--- src/rtl/hazard_pkg.sv ---
// Shared types and constants for the MIPS pipeline hazard controller.
package hazard_pkg;

    localparam int unsigned REG_AW_DEF = 5;

    localparam logic [1:0] FWD_RF  = 2'b00;
    localparam logic [1:0] FWD_WB  = 2'b01;
    localparam logic [1:0] FWD_MEM = 2'b10;

    typedef enum logic {MD_IDLE, MD_BUSY} md_state_t;

endpackage

--- src/rtl/md_sequencer.sv ---
// IDLE/BUSY sequencer for the iterative HI/LO multiply/divide unit.
module md_sequencer
    import hazard_pkg::*;
#(
    parameter int unsigned MUL_CYCLES = 4,
    parameter int unsigned DIV_CYCLES = 32,
    parameter int unsigned CNT_W      = 6
) (
    input  logic clk,
    input  logic rst,
    input  logic mdStartE,
    input  logic mdIsDivE,
    output logic mdBusy,
    output logic mdDone
);

    localparam logic [CNT_W-1:0] MUL_LOAD = CNT_W'(MUL_CYCLES);
    localparam logic [CNT_W-1:0] DIV_LOAD = CNT_W'(DIV_CYCLES);
    localparam logic [CNT_W-1:0] CNT_ONE  = CNT_W'(1);

    md_state_t        stateQ, stateD;
    logic [CNT_W-1:0] cntQ, cntD;

    always_ff @(posedge clk or posedge rst) begin
        if (rst) begin
            stateQ <= MD_IDLE;
            cntQ   <= '0;
        end else begin
            stateQ <= stateD;
            cntQ   <= cntD;
        end
    end

    // A start while busy is ignored: the D-stage stall keeps it from happening.
    always_comb begin
        stateD = stateQ;
        cntD   = cntQ;
        unique case (stateQ)
            MD_IDLE: begin
                if (mdStartE) begin
                    stateD = MD_BUSY;
                    cntD   = mdIsDivE ? DIV_LOAD : MUL_LOAD;
                end
            end
            MD_BUSY: begin
                if (cntQ == CNT_ONE) begin
                    stateD = MD_IDLE;
                    cntD   = '0;
                end else begin
                    cntD = cntQ - CNT_ONE;
                end
            end
            default: begin
                stateD = MD_IDLE;
                cntD   = '0;
            end
        endcase
    end

    always_comb begin
        mdBusy = (stateQ == MD_BUSY);
        mdDone = (stateQ == MD_BUSY) && (cntQ == CNT_ONE);
    end

endmodule

--- src/rtl/hazard_controller.sv ---
// Forwarding selects, stall/flush generation and mult/div sequencing for the
// 5-stage MIPS pipeline.
module hazard_controller
    import hazard_pkg::*;
#(
    parameter int unsigned REG_AW     = REG_AW_DEF,
    parameter int unsigned MUL_CYCLES = 4,
    parameter int unsigned DIV_CYCLES = 32,
    parameter int unsigned CNT_W      = 6
) (
    input  logic              clk,
    input  logic              rst,
    input  logic [REG_AW-1:0] rsD,
    input  logic [REG_AW-1:0] rtD,
    input  logic [REG_AW-1:0] rsE,
    input  logic [REG_AW-1:0] rtE,
    input  logic [REG_AW-1:0] writeRegE,
    input  logic [REG_AW-1:0] writeRegM,
    input  logic [REG_AW-1:0] writeRegW,
    input  logic              regWriteE,
    input  logic              regWriteM,
    input  logic              regWriteW,
    input  logic              memToRegE,
    input  logic              memToRegM,
    input  logic              branchD,
    input  logic              mdReqD,
    input  logic              mdStartE,
    input  logic              mdIsDivE,
    output logic [1:0]        forwardAE,
    output logic [1:0]        forwardBE,
    output logic              forwardAD,
    output logic              forwardBD,
    output logic              stallF,
    output logic              stallD,
    output logic              flushE,
    output logic              mdBusy,
    output logic              mdDone
);

    logic wrE, wrM, wrW, ldM;
    logic lwStall, branchStall, mdStall, stall;

    // Register 0 is hard-wired, so a write to it is never a real producer.
    assign wrE = regWriteE && (writeRegE != '0);
    assign wrM = regWriteM && (writeRegM != '0);
    assign wrW = regWriteW && (writeRegW != '0);
    assign ldM = memToRegM && (writeRegM != '0);

    always_comb begin
        forwardAE = FWD_RF;
        if (wrM && (writeRegM == rsE)) begin
            forwardAE = FWD_MEM;
        end else if (wrW && (writeRegW == rsE)) begin
            forwardAE = FWD_WB;
        end

        forwardBE = FWD_RF;
        if (wrM && (writeRegM == rtE)) begin
            forwardBE = FWD_MEM;
        end else if (wrW && (writeRegW == rtE)) begin
            forwardBE = FWD_WB;
        end
    end

    assign forwardAD = wrM && (writeRegM == rsD);
    assign forwardBD = wrM && (writeRegM == rtD);

    assign lwStall = memToRegE && (writeRegE != '0)
                     && ((writeRegE == rsD) || (writeRegE == rtD));

    assign branchStall = branchD
        && ((wrE && ((writeRegE == rsD) || (writeRegE == rtD)))
            || (ldM && ((writeRegM == rsD) || (writeRegM == rtD))));

    assign mdStall = mdReqD && (mdBusy || mdStartE);

    assign stall  = lwStall | branchStall | mdStall;
    assign stallF = stall;
    assign stallD = stall;
    assign flushE = stall;

    md_sequencer #(
        .MUL_CYCLES (MUL_CYCLES),
        .DIV_CYCLES (DIV_CYCLES),
        .CNT_W      (CNT_W)
    ) u_md_sequencer (
        .clk      (clk),
        .rst      (rst),
        .mdStartE (mdStartE),
        .mdIsDivE (mdIsDivE),
        .mdBusy   (mdBusy),
        .mdDone   (mdDone)
    );

endmodule
--- config.mk ---
export PLATFORM = sky130hd
export DESIGN_NAME = hazard_controller
export DESIGN_NICKNAME = d
export VERILOG_FILES = /design/src/rtl/hazard_pkg.sv /design/src/rtl/md_sequencer.sv /design/src/rtl/hazard_controller.sv
export SDC_FILE = /design/constraint.sdc
export NUM_CORES = 1
export LEC_CHECK = 0
export CAP_MARGIN = 10
export CORE_MARGIN = 2
export CORE_UTILIZATION = 42
export CTS_BUF_LIST = sky130_fd_sc_hd__clkbuf_4 sky130_fd_sc_hd__clkbuf_8
export DETAILED_ROUTE_END_ITERATION = 6
export PLACE_DENSITY = 0.89
export SYNTH_ARGS = -nofsm -noshare
export SYNTH_HDL_FRONTEND = slang
export SYNTH_SLANG_ARGS = --single-unit
export TNS_END_PERCENT = 100
--- constraint.sdc ---
create_clock -name clk -period 3.4 [get_ports clk]
set_input_delay 0.68 -clock clk [delete_from_list [all_inputs] [get_ports clk]]
set_output_delay 0.68 -clock clk [all_outputs]
set_load 0.05 [all_outputs]
==> impl_metrics.py, run 1 <==
metrics = {
    "cells_and_area": {
        "layout.nets": 225,
        "drive_gt1_frac": 0.1364,
        "antenna_cells": 0,
        "final_cells": 204,
        "syn2layout_area_growth_pct": 75.36,
    },
    "grt": {
        "grt_pass1_wl_um": 4540,
        "grt_max_degree": 11,
        "first_global_vias": 1055,
        "antenna_found_initial": 0,
        "gr-total-overflow": 0,
        "grt_util_all_layers": 0.2266,
    },
    "place": {
        "pre_cts_slack_ps": 268.1,
        "dp_cells": 200,
        "port-buffer-count": 56,
        "place_congestion": 0.8072,
        "dpl.hpwl_um": 2462,
    },
    "route": {
        "vias": 1093,
        "wl_per_cell_um": 13.63,
        "drc_errors": 0,
        "antenna_left": 0,
        "drt_iter0_markers": 15,
        "viasPerCell": 5.358,
        "drtPass1Iterations": 4,
        "wl_um": 2780,
    },
    "synth": {
        "syn-num-nets": 169,
        "syn_inst": 121,
        "netlist_top_cells_count": "xor2_1, xnor2_1, dfrtp_1, nor2_1",
        "synthTopCellsByArea": "xor2_1, dfrtp_1, xnor2_1",
        "synthFlopType": "dfrtp_1",
        "synth_edf_count": 0,
        "syn_area_per_cell_um2": 7.973,
        "synth_cell_types": 31,
        "ys_async_sr_fraction": 1.000,
        "synth.yosys.seq_area_share": 0.1816,
        "synth_top_area_share": 0.2179,
        "yosysTopAreaCell": "xor2_1",
        "synth-seq-cells": 7,
        "synth_area_um2": 964.7,
        "yosysMostFrequentCell": "xor2_1",
        "yosysWarnings": 0,
    },
    "power_and_ir_drop": {
        "p_leak_nw": 0.6368,
        "vdd_drop_max_mv": 0.3689,
        "power_density_nw_per_um2": 432.4,
    },
    "floorplan": {
        "rows": 17,
        "die_h_um": 51.93,
        "io_pins": 57,
        "die_w_um": 51.93,
        "start_util": 0.4403,
        "core_area_um2": 2191,
        "dieArea_um2": 2696,
    },
    "run_status": {
        "outcome": "finished clean",
    },
    "timing": {
        "slew_violations": 0,
        "hold_viol_final": 0,
        "max_freq_ghz": 0.3166,
        "fin_crit_ps": 3159,
        "setup_violations": 0,
        "fin_worst_skew_ps": 1.671,
        "tightest_slew_ps": 488.6,
        "post-route-period-util": 0.9290,
        "slew_headroom": 0.6733,
        "setup_slack_ps": 241.2,
        "setup_tns_ps": 0,
        "grt_setup_unrepaired": "false",
    },
    "setup_path": {
        "cp-end-kind": "output pin",
        "crit_required_ps": 2720,
        "r2r_slack_ps": 1730,
        "r2r_cells": 5,
        "crit_path_start": "writeRegW[1]",
        "r2r-start": "u_md_sequencer.cntQ[3]",
        "startpoint_type": "primary input",
        "arrival_ps": 2480,
        "cp-endpoint": "forwardBE[0]",
        "path_class": "in -> out",
        "crit_path_max_fanout": 3,
        "reg2reg_to": "u_md_sequencer.cntQ[5]",
    },
    "worst_hold_path": {
        "worstHoldStart": "u_md_sequencer.cntQ[4]",
        "hold_path_class": "reg -> reg",
    },
    "clocking": {
        "cts_resized": 0,
        "cts-root-buf": "clkbuf_4",
        "worstSkewPairLatency_ps": 260,
        "cts_tree": "built",
        "holdBufCountCts": 0,
        "cts_setup_buffers": 0,
        "path_clk_slew_ps": 50,
        "cts.path.max_buffers": 2,
        "clock-sinks": 7,
        "htreeDepth": 1,
        "numCtsBuffers": 3,
    },
    "flow_run": {
        "drv_cap": 0,
    },
}
[where the power goes]
group          switching (mW)  total (mW)  internal [mW]
Clock                  0.0322      0.0850         0.0528
Combinational           0.240       0.462          0.222
Sequential             0.0585       0.184          0.126
[kinds of logic after synthesis]
logic type / Yosys count / share of synthesized area
AOI/OAI and AO/OA: 19 / 0.1323
adders and majority gates: 2 / 0.02594
DFF: 7 / 0.1816
and+or+nand+nor: 40 / 0.2270
buffers and inverters: 12 / 0.06094
xor gates and xnor gates: 41 / 0.3722
[layer usage]
metal / share of wire / track usage / wire length [um]
met5: 0 / 0 / 0
met4: 0.015 / 0.09649 / 43
met3: 0.099 / 0.06897 / 274
met2: 0.51 / 0.4030 / 1419
met1: 0.38 / 0.2448 / 1043
[final cells by class]
| class | count | area [um^2] |
|---|---|---|
| Fill cell | 142 | 499.2 |
| Inverter | 4 | 15.01 |
| Tap cell | 28 | 35.03 |
| Timing Repair Buffer | 59 | 673.1 |
| Sequential cell | 7 | 175.2 |
| Clock buffer | 4 | 30.03 |
| Multi-Input combinational cell | 102 | 763.2 |
[layout by cell type, fill, tap and decap left out]
master and count:
clkdlybuf4s50_1 47, xor2_1 24, xnor2_1 17, buf_12 9
nor2_1 7, dfrtp_1 7, nor3_1 6, nand3_1 6
o21ai_1 5, o21ai_0 5, inv_1 4, nand2_1 4
nor4_2 4, or4_1 4, clkbuf_4 4, nand2b_1 3
buf_4 3, nor2b_1 2, ha_1 2, or4_4 1
o21ai_4 1, nor3b_1 1, a31oi_1 1, a21oi_1 1
o2111ai_1 1, o311ai_2 1, nor4_1 1, and3_1 1
o31ai_1 1, a21oi_2 1, o221ai_1 1, o211ai_1 1
[registers in the layout, indices dropped and copies added (netlist names)]
signal,cells
u_md_sequencer.cntQ,6
u_md_sequencer.mdBusy,1
[critical path: stages]
cell,delay [ps]
clkdlybuf4s50_1,550
or4_1,130
o21ai_0,80
or4_1,570
nor4_2,280
buf_12,190
[how the worst min path moves through the flow]
stage | to | slack [ps] | cells after the start
after CTS | u_md_sequencer.cntQ[5] | 550 | 2
after global routing | u_md_sequencer.cntQ[4] | 580 | 1
final | u_md_sequencer.cntQ[4] | 550 | 1
after floorplan | u_md_sequencer.cntQ[0] | 480 | 1
after global placement | u_md_sequencer.cntQ[4] | 510 | 1
after detailed placement | u_md_sequencer.cntQ[5] | 540 | 2
[per-stage QoR]
stage / utilization / hold WS [ps] / power (mW) / instance area (um^2)
2_1_floorplan: - / 483.4 / 0.4739 / 997.2
3_3_place_gp: 0.7584 / 512.4 / 0.6178 / 1662
3_5_place_dp: 0.7584 / 536.0 / 0.6429 / 1662
4_1_cts: 0.7721 / 551.5 / 0.7309 / 1692
5_1_grt: 0.7721 / 576.8 / 0.7918 / 1692
6_report: 0.7721 / 551.6 / 0.7315 / 1692
No activity file was read; power rests on OpenSTA's default activity.
==> run 2, diff against run 1 <==
Settings changed: CAP_MARGIN 10 to 20.
==> results of run 2 <==
No change in the layout: final DEF, timing and power equal those of run 1.
